## src/rtl/xbar_input_queue.sv

```systemverilog
// Elastic FIFO in front of one crossbar input port; strict order, no drops.
// Define XBAR_INPUT_QUEUE_BYPASS_EN for zero-latency pass-through when empty.
module xbar_input_queue #(
    parameter int BIT_WIDTH = 32,
    parameter int DEPTH     = 4
) (
    input  logic                         clk,
    input  logic                         reset,
    input  logic [BIT_WIDTH-1:0]         recv_msg,
    input  logic                         recv_val,
    output logic                         recv_rdy,
    output logic [BIT_WIDTH-1:0]         send_msg,
    output logic                         send_val,
    input  logic                         send_rdy,
    output logic [$clog2(DEPTH+1)-1:0]   count
);

    localparam int PW = $clog2(DEPTH);
    localparam int CW = $clog2(DEPTH + 1);
    localparam logic [CW-1:0] FULL = CW'(DEPTH);

    logic [BIT_WIDTH-1:0] mem [DEPTH];
    logic [PW-1:0]        wr_ptr;
    logic [PW-1:0]        rd_ptr;
    logic                 empty;
    logic                 full;
    logic                 bypass;
    logic                 enq;
    logic                 deq;

    assign empty = (count == '0);
    assign full  = (count == FULL);

`ifdef XBAR_INPUT_QUEUE_BYPASS_EN
    assign bypass = empty && recv_val && !reset;
`else
    assign bypass = 1'b0;
`endif

    // Ready depends only on state, never on send_rdy.
    assign recv_rdy = !full && !reset;
    assign send_val = (!empty || bypass) && !reset;

    always_comb begin
        send_msg = '0;
        if (bypass)
            send_msg = recv_msg;
        else if (send_val)
            send_msg = mem[rd_ptr];
    end

    // A bypassed message consumed this cycle never touches storage.
    assign enq = recv_val && recv_rdy && !(bypass && send_rdy);
    assign deq = !empty && send_rdy && !reset;

    always_ff @(posedge clk) begin
        if (reset) begin
            count  <= '0;
            wr_ptr <= '0;
            rd_ptr <= '0;
        end else begin
            if (enq)
                wr_ptr <= wr_ptr + 1'b1;
            if (deq)
                rd_ptr <= rd_ptr + 1'b1;
            if (enq && !deq)
                count <= count + 1'b1;
            else if (deq && !enq)
                count <= count - 1'b1;
        end
    end

    always_ff @(posedge clk) begin
        if (enq)
            mem[wr_ptr] <= recv_msg;
    end

endmodule

```

## config.mk

```make
export PLATFORM = sky130hd
export DESIGN_NAME = xbar_input_queue
export DESIGN_NICKNAME = d
export VERILOG_FILES = /design/src/rtl/xbar_input_queue.sv
export SDC_FILE = /design/constraint.sdc
export NUM_CORES = 1
export LEC_CHECK = 0
export CORE_ASPECT_RATIO = 2
export CORE_MARGIN = 8
export CORE_UTILIZATION = 30
export DETAILED_ROUTE_END_ITERATION = 8
export PLACE_DENSITY = 0.58
export SYNTH_ARGS = -nofsm -noshare
export SYNTH_HDL_FRONTEND = slang
export SYNTH_SLANG_ARGS = --single-unit
```

## constraint.sdc

```tcl
create_clock -name clk -period 6.7 [get_ports clk]
set_input_delay 1.005 -clock clk [delete_from_list [all_inputs] [get_ports clk]]
set_output_delay 1.005 -clock clk [all_outputs]
set_load 0.005 [all_outputs]
```

==> flow_summary.ini, run 1 <==
[sta]
setup_viol = 0
timing_worst_slew_pin_value_ns = 0.905
fmax_mhz = 258
min_period_ns = 3.87
skew_ns = 0.00526
setup-tns-final_ns = 0
slew_headroom_pct = 39.7
rsz0062_at_grt = no
whs_ns = 0.491
maxSlewViolCount = 0
hold_viol = 0
post-route-period-util_pct = 57.8

[worst_setup_path]
critPathLaunchType = primary input
worstPathMaxFanout = 34
reg2reg_depth = 10
crit_type = primary input to output port
crit_required_ns = 5.69
r2r-end = count[2]$_SDFFE_PP0P_
end_kind = output port
crit_arrival_ns = 2.87
rrSetupSlack_ns = 4.26
reg2reg_from = count[0]$_SDFFE_PP0P_

[grt]
grt_pass1_vias = 2696
antenna_found_initial = 0
grt_max_degree = 35
grt_usage_pct = 9.21
overflow = 0
grt_pass1_wl_um = 15100

[routing]
ant_nets = 0
totalWireLength_um = 9970
wire_per_inst_um = 17.8
dr_total_vias = 2555
drt_iter0_drc = 130
drcViolationCount = 0
drt-vias-per-instance = 4.57
drt_pass1_iterations = 4

[yosys]
avgSynthCellArea_um2 = 21.3
syn-num-nets = 293
synth-seq-area-share_pct = 75.4
ys_top_cells_by_area = edfxtp_1 (72%), mux4_2 (13%), and2_1 (4.2%), dfxtp_1 (3.4%), ha_1 (1.2%)
synth.distinct_cells = 25
synth_top_area_share_pct = 72.0
synth_largest_area_cell = edfxtp_1
synth_warnings = 0
netlist_area_mm2 = 0.00534
synthCells = 251
ys_ff_latch = 137

[cts]
cts_setup_buffers = 0
cts_tree = yes
clk_pin_slew_ns = 0.05
insertion_delay_ns = 0.41
post_cts_resized = 0
htreeDepth = 4
clock_sinks = 137
root_buffer = clkbuf_16
holdBufCountCts = 0
cts_buffers = 17
cts_buffer_depth = 2

[floorplanning]
die_y_um = 205
dieArea_mm2 = 0.0226
start_util_pct = 30.3
num_rows = 69
io_pins = 73
core-area_mm2 = 0.0176
die_w_um = 110

[placement]
dp_hpwl_um = 5980
port-buffer-count = 72
place_congestion = 0.658

[pwr]
ir_worst_vdd_mv = 0.228
p_comb_share_pct = 21.4
leakage_uw = 0.00219
switching_power_uw = 594
p_int_uw = 1900
p_seq_share_pct = 42.1
swShare_pct = 23.9
p_per_area_mw_per_mm2 = 365
power.share.clock_pct = 36.5

[layout]
layout.nets = 375
area_growth_pct = 28.0
drive_gt1_share_pct = 19.9
antenna_cells = 0
filler_cell_count = 1628

[job]
drv_cap = 0

[hold_path]
hold_start = rd_ptr[1]$_SDFFE_PP0P_
min_path_cells = 2
min_path_type = flip-flop to flip-flop

[run_status]
status = finished, final reports clean
-- layout make-up --
type	count	area, µm²	area share [%]
clock buffers	17	425	6.23
clock inverters	15	159	2.33
inverters	3	11.3	0.165
multi-input cells	100	1210	17.7
flip-flops and latches	137	4030	58.9
well taps	213	267	3.90
repair buffers	74	736	10.8
-- state kept, by name, indices dropped and copies added, names as in the netlist, named ones only --
register and count:
wr_ptr 2, mem 128, rd_ptr 2, count 3
-- cell usage in the layout (no fill, tap or decap), drive strengths merged --
master,n
edfxtp,128
clkdlybuf4s50,72
and2,36
mux4,32
clkbuf,17
dfxtp,9
clkinv,8
nor2,7
ha,5
clkinvlp,4
inv,3
xor2,3
bufinv,3
nand2,2
mux2i,2
o21ai,2
or3,2
a21oi,2
buf,2
nor3b,2
nor3,1
o31ai,1
nand2b,1
mux2,1
fa,1
-- cells by family after synthesis --
family          Yosys count  share of synthesized area [%]
flops                   137                           75.4
simple gates             51                           5.67
mux                      35                           14.2
xor+xnor                  3                          0.492
buf+inv                  14                           2.16
fa+ha+maj                 6                           1.55
compound gates            5                          0.516
-- power groups by stage --
stage / clock [µW] / sequential, µW / combinational, µW
floorplan: 0 / 1050 / 354
global placement: 0 / 1070 / 546
detailed placement: 0 / 1070 / 548
CTS: 923 / 1050 / 550
global route: 962 / 1060 / 587
finish: 909 / 1050 / 532
-- critical path, cell delays in order --
cell and delay, ns:
clkdlybuf4s50_1 0.61, nor2_2 0.19, buf_4 0.32, and2_1 0.23, clkdlybuf4s50_1 0.51
-- how the worst max path moves through the flow --
stage / start / slack, ns / end
floorplan: reset / 3.93 / count[2]$_SDFFE_PP0P_
finish: reset / 2.83 / send_msg[1]
detailed placement: reset / 2.79 / send_msg[1]
CTS: reset / 2.78 / send_msg[1]
global placement: reset / 2.81 / send_msg[1]
global route: reset / 2.71 / send_msg[1]
-- cells in the mapped netlist, drive strengths merged --
cell type	count
edfxtp	128
and2	36
mux4	32
buf	9
dfxtp	9
nor2	7
ha	5
inv	3
xor2	3
a21oi	2
clkbuf	2
mux2i	2
nand2	2
nor3b	2
o21ai	2
or3	2
fa	1
mux2	1
nand2b	1
nor3	1
o31ai	1
-- stage by stage --
stage	cells	total power (µW)	cell area (µm²)	utilization [%]	setup WS (ns)
after CTS	559	2520	6830	38.8	2.78
after global routing	559	2610	6830	38.8	2.71
after floorplan	251	1400	5340	-	3.93
after detailed placement	527	1620	6250	35.5	2.79
after global placement	527	1610	6250	35.5	2.81
final	559	2490	6830	38.8	2.83
-- per-layer routing --
layer	up-vias	wire [µm]	track usage [%]
li1	1165	-	-
met1	1283	4410	11.9
met2	94	4510	12.9
met3	13	912	4.63
met4	0	131	3.31
met5	-	0	0
Power figures use the tool's default switching activity.
==> run 2, diff against run 1 <==
Clock period 6.7 ns to 3.7 ns, I/O delays scaled along.
==> run 2 against run 1 <==
Via count grew 0.43%. Final cell count rose by 1.4%. Sequential power increased by 83%. Global-route usage is 0.10 points higher. Critical path depth shrank 1. Total power increased by 79%. Worst hold slack lost 0.0028 ns. Non-clock buffer count up 8. Sequential share of layout area is 0.40 points lower. Clock skew increased by 0.0043 ns. Critical endpoint is now send_msg[31].
==> flow_summary.ini, run 2 (synthesis results as in run 1) <==
[routing]
ant_nets = 0
wire_per_inst_um = 17.5
drt_pass1_iterations = 4
drt-vias-per-instance = 4.53
totalWireLength_um = 9920
drt_iter0_drc = 97
drcViolationCount = 0
dr_total_vias = 2566

[cts]
holdBufCountCts = 0
cts_buffers = 17
insertion_delay_ns = 0.41
cts_setup_buffers = 0
cts_tree = yes
clock_sinks = 137
htreeDepth = 4
root_buffer = clkbuf_16
cts_buffer_depth = 2
clk_pin_slew_ns = 0.06
post_cts_resized = 0

[worst_setup_path]
crit_type = flip-flop to output port
cp_cell_sequence = buf_12 -> mux4_1 -> and2_1 -> clkdlybuf4s50_1
critical_path.slowest_cell = dfxtp_2
slowest_delay_ns = 0.61
crit_arrival_ns = 2.53
reg2reg_from = count[0]$_SDFFE_PP0P_
critPathLaunchType = flip-flop
crit_required_ns = 3.14
end_kind = output port
rrSetupSlack_ns = 1.40
reg2reg_depth = 10
r2r-end = count[2]$_SDFFE_PP0P_
worstPathMaxFanout = 21

[layout]
regMostFlops = mem
filler_cell_count = 1643
layout.cells.most_common = edfxtp_1
antenna_cells = 0
largest_register_ff_count = 128
drive_gt1_share_pct = 22.6
area_growth_pct = 28.8
layout.nets = 383
top_regs = mem x128, count x3
layout_common_cells = edfxtp_1 (128), clkdlybuf4s50_1 (72), and2_1 (32)

[sta]
slew_headroom_pct = 61.3
skew_ns = 0.00952
setup_viol = 0
rsz0062_at_grt = no
hold_viol = 0
min_period_ns = 3.09
maxSlewViolCount = 0
fmax_mhz = 324
setup-tns-final_ns = 0
post-route-period-util_pct = 83.5
timing_worst_slew_pin_value_ns = 0.580

[floorplanning]
start_util_pct = 30.3
die_y_um = 205
io_pins = 73
dieArea_mm2 = 0.0226
die_w_um = 110
num_rows = 69
core-area_mm2 = 0.0176

[grt]
grt_pass1_vias = 2768
antenna_found_initial = 0
grt_usage_pct = 9.31
overflow = 0
grt_max_degree = 33
grt_pass1_wl_um = 15300

[hold_path]
min_path_cells = 2
hold_start = rd_ptr[1]$_SDFFE_PP0P_
min_path_type = flip-flop to flip-flop

[pwr]
ir_worst_vdd_mv = 0.318
leakage_uw = 0.00222
p_per_area_mw_per_mm2 = 647
totalPowerFinal_uw = 4450

[placement]
dp_hpwl_um = 6280
port-buffer-count = 72
place_congestion = 0.679

[job]
drv_cap = 0

[run_status]
status = finished, final reports clean
## run 2: changes by cell type in the layout (fill, tap and decap cells not counted), sizes merged
cell / previous run / this run
inv: 3 / 12
buf: 2 / 10
clkinv: 8 / 2
bufinv: 3 / 0
clkbuf: 17 / 18
clkinvlp: 4 / 3
## run 2: area by class of cell
cell class	instances	area, µm²	share of cell area [%]
clock buffers	18	429	6.24
clock inverters	14	129	1.87
inverters	3	11.3	0.164
multi-input cells	100	1210	17.5
flip-flops and latches	137	4030	58.6
well taps	213	267	3.88
repair buffers	82	808	11.8
## run 2: per-layer routing
metal	wire length, µm	global-route usage, %	up-vias	share of wire, %
li1	-	-	1181	-
met1	4300	11.1	1288	43
met5	0	0	-	0
met3	876	4.38	13	8.8
met4	125	3.74	0	1.3
met2	4620	14.1	84	47
## run 2: how the worst max path moves through the flow
| stage | cells past startpoint | slack (ns) | to | from |
|---|---|---|---|---|
| 6_report | 4 | 0.61 | send_msg[31] | flip-flop |
| 4_1_cts | 4 | 0.53 | send_msg[31] | flip-flop |
| 3_3_place_gp | 9 | 0.86 | count[2]$_SDFFE_PP0P_ | reset |
| 3_5_place_dp | 9 | 0.81 | count[2]$_SDFFE_PP0P_ | reset |
| 2_1_floorplan | 8 | 1.38 | count[2]$_SDFFE_PP0P_ | reset |
| 5_1_grt | 4 | 0.43 | send_msg[31] | flip-flop |
## run 2: through the flow
stage          hold WS (ns)  setup WS [ns]  area [µm²]  utilization, %  cells
2_1_floorplan         0.459           1.38        5340               -    251
3_3_place_gp          0.470          0.861        6320            35.9    535
3_5_place_dp          0.480          0.808        6320            35.9    535
4_1_cts               0.491          0.530        6880            39.0    567
5_1_grt               0.549          0.431        6880            39.0    567
6_report              0.488          0.611        6880            39.0    567
## run 2: power breakdown
group,internal (µW),total [µW],switching [µW],leakage (µW)
combinational,588,963,375,0.000720
clock,886,1570,679,0.000266
sequential,1830,1920,95.1,0.00124
total,3300,4450,1150,0.00222
## run 2: worst max-delay path, delay by kind of cell, from the launching register on
family	cells	cell delay [ns]
DFF	1	0.61
and+or+nand+nor	1	0.18
buffers and inverters	2	0.72
muxes	1	0.60
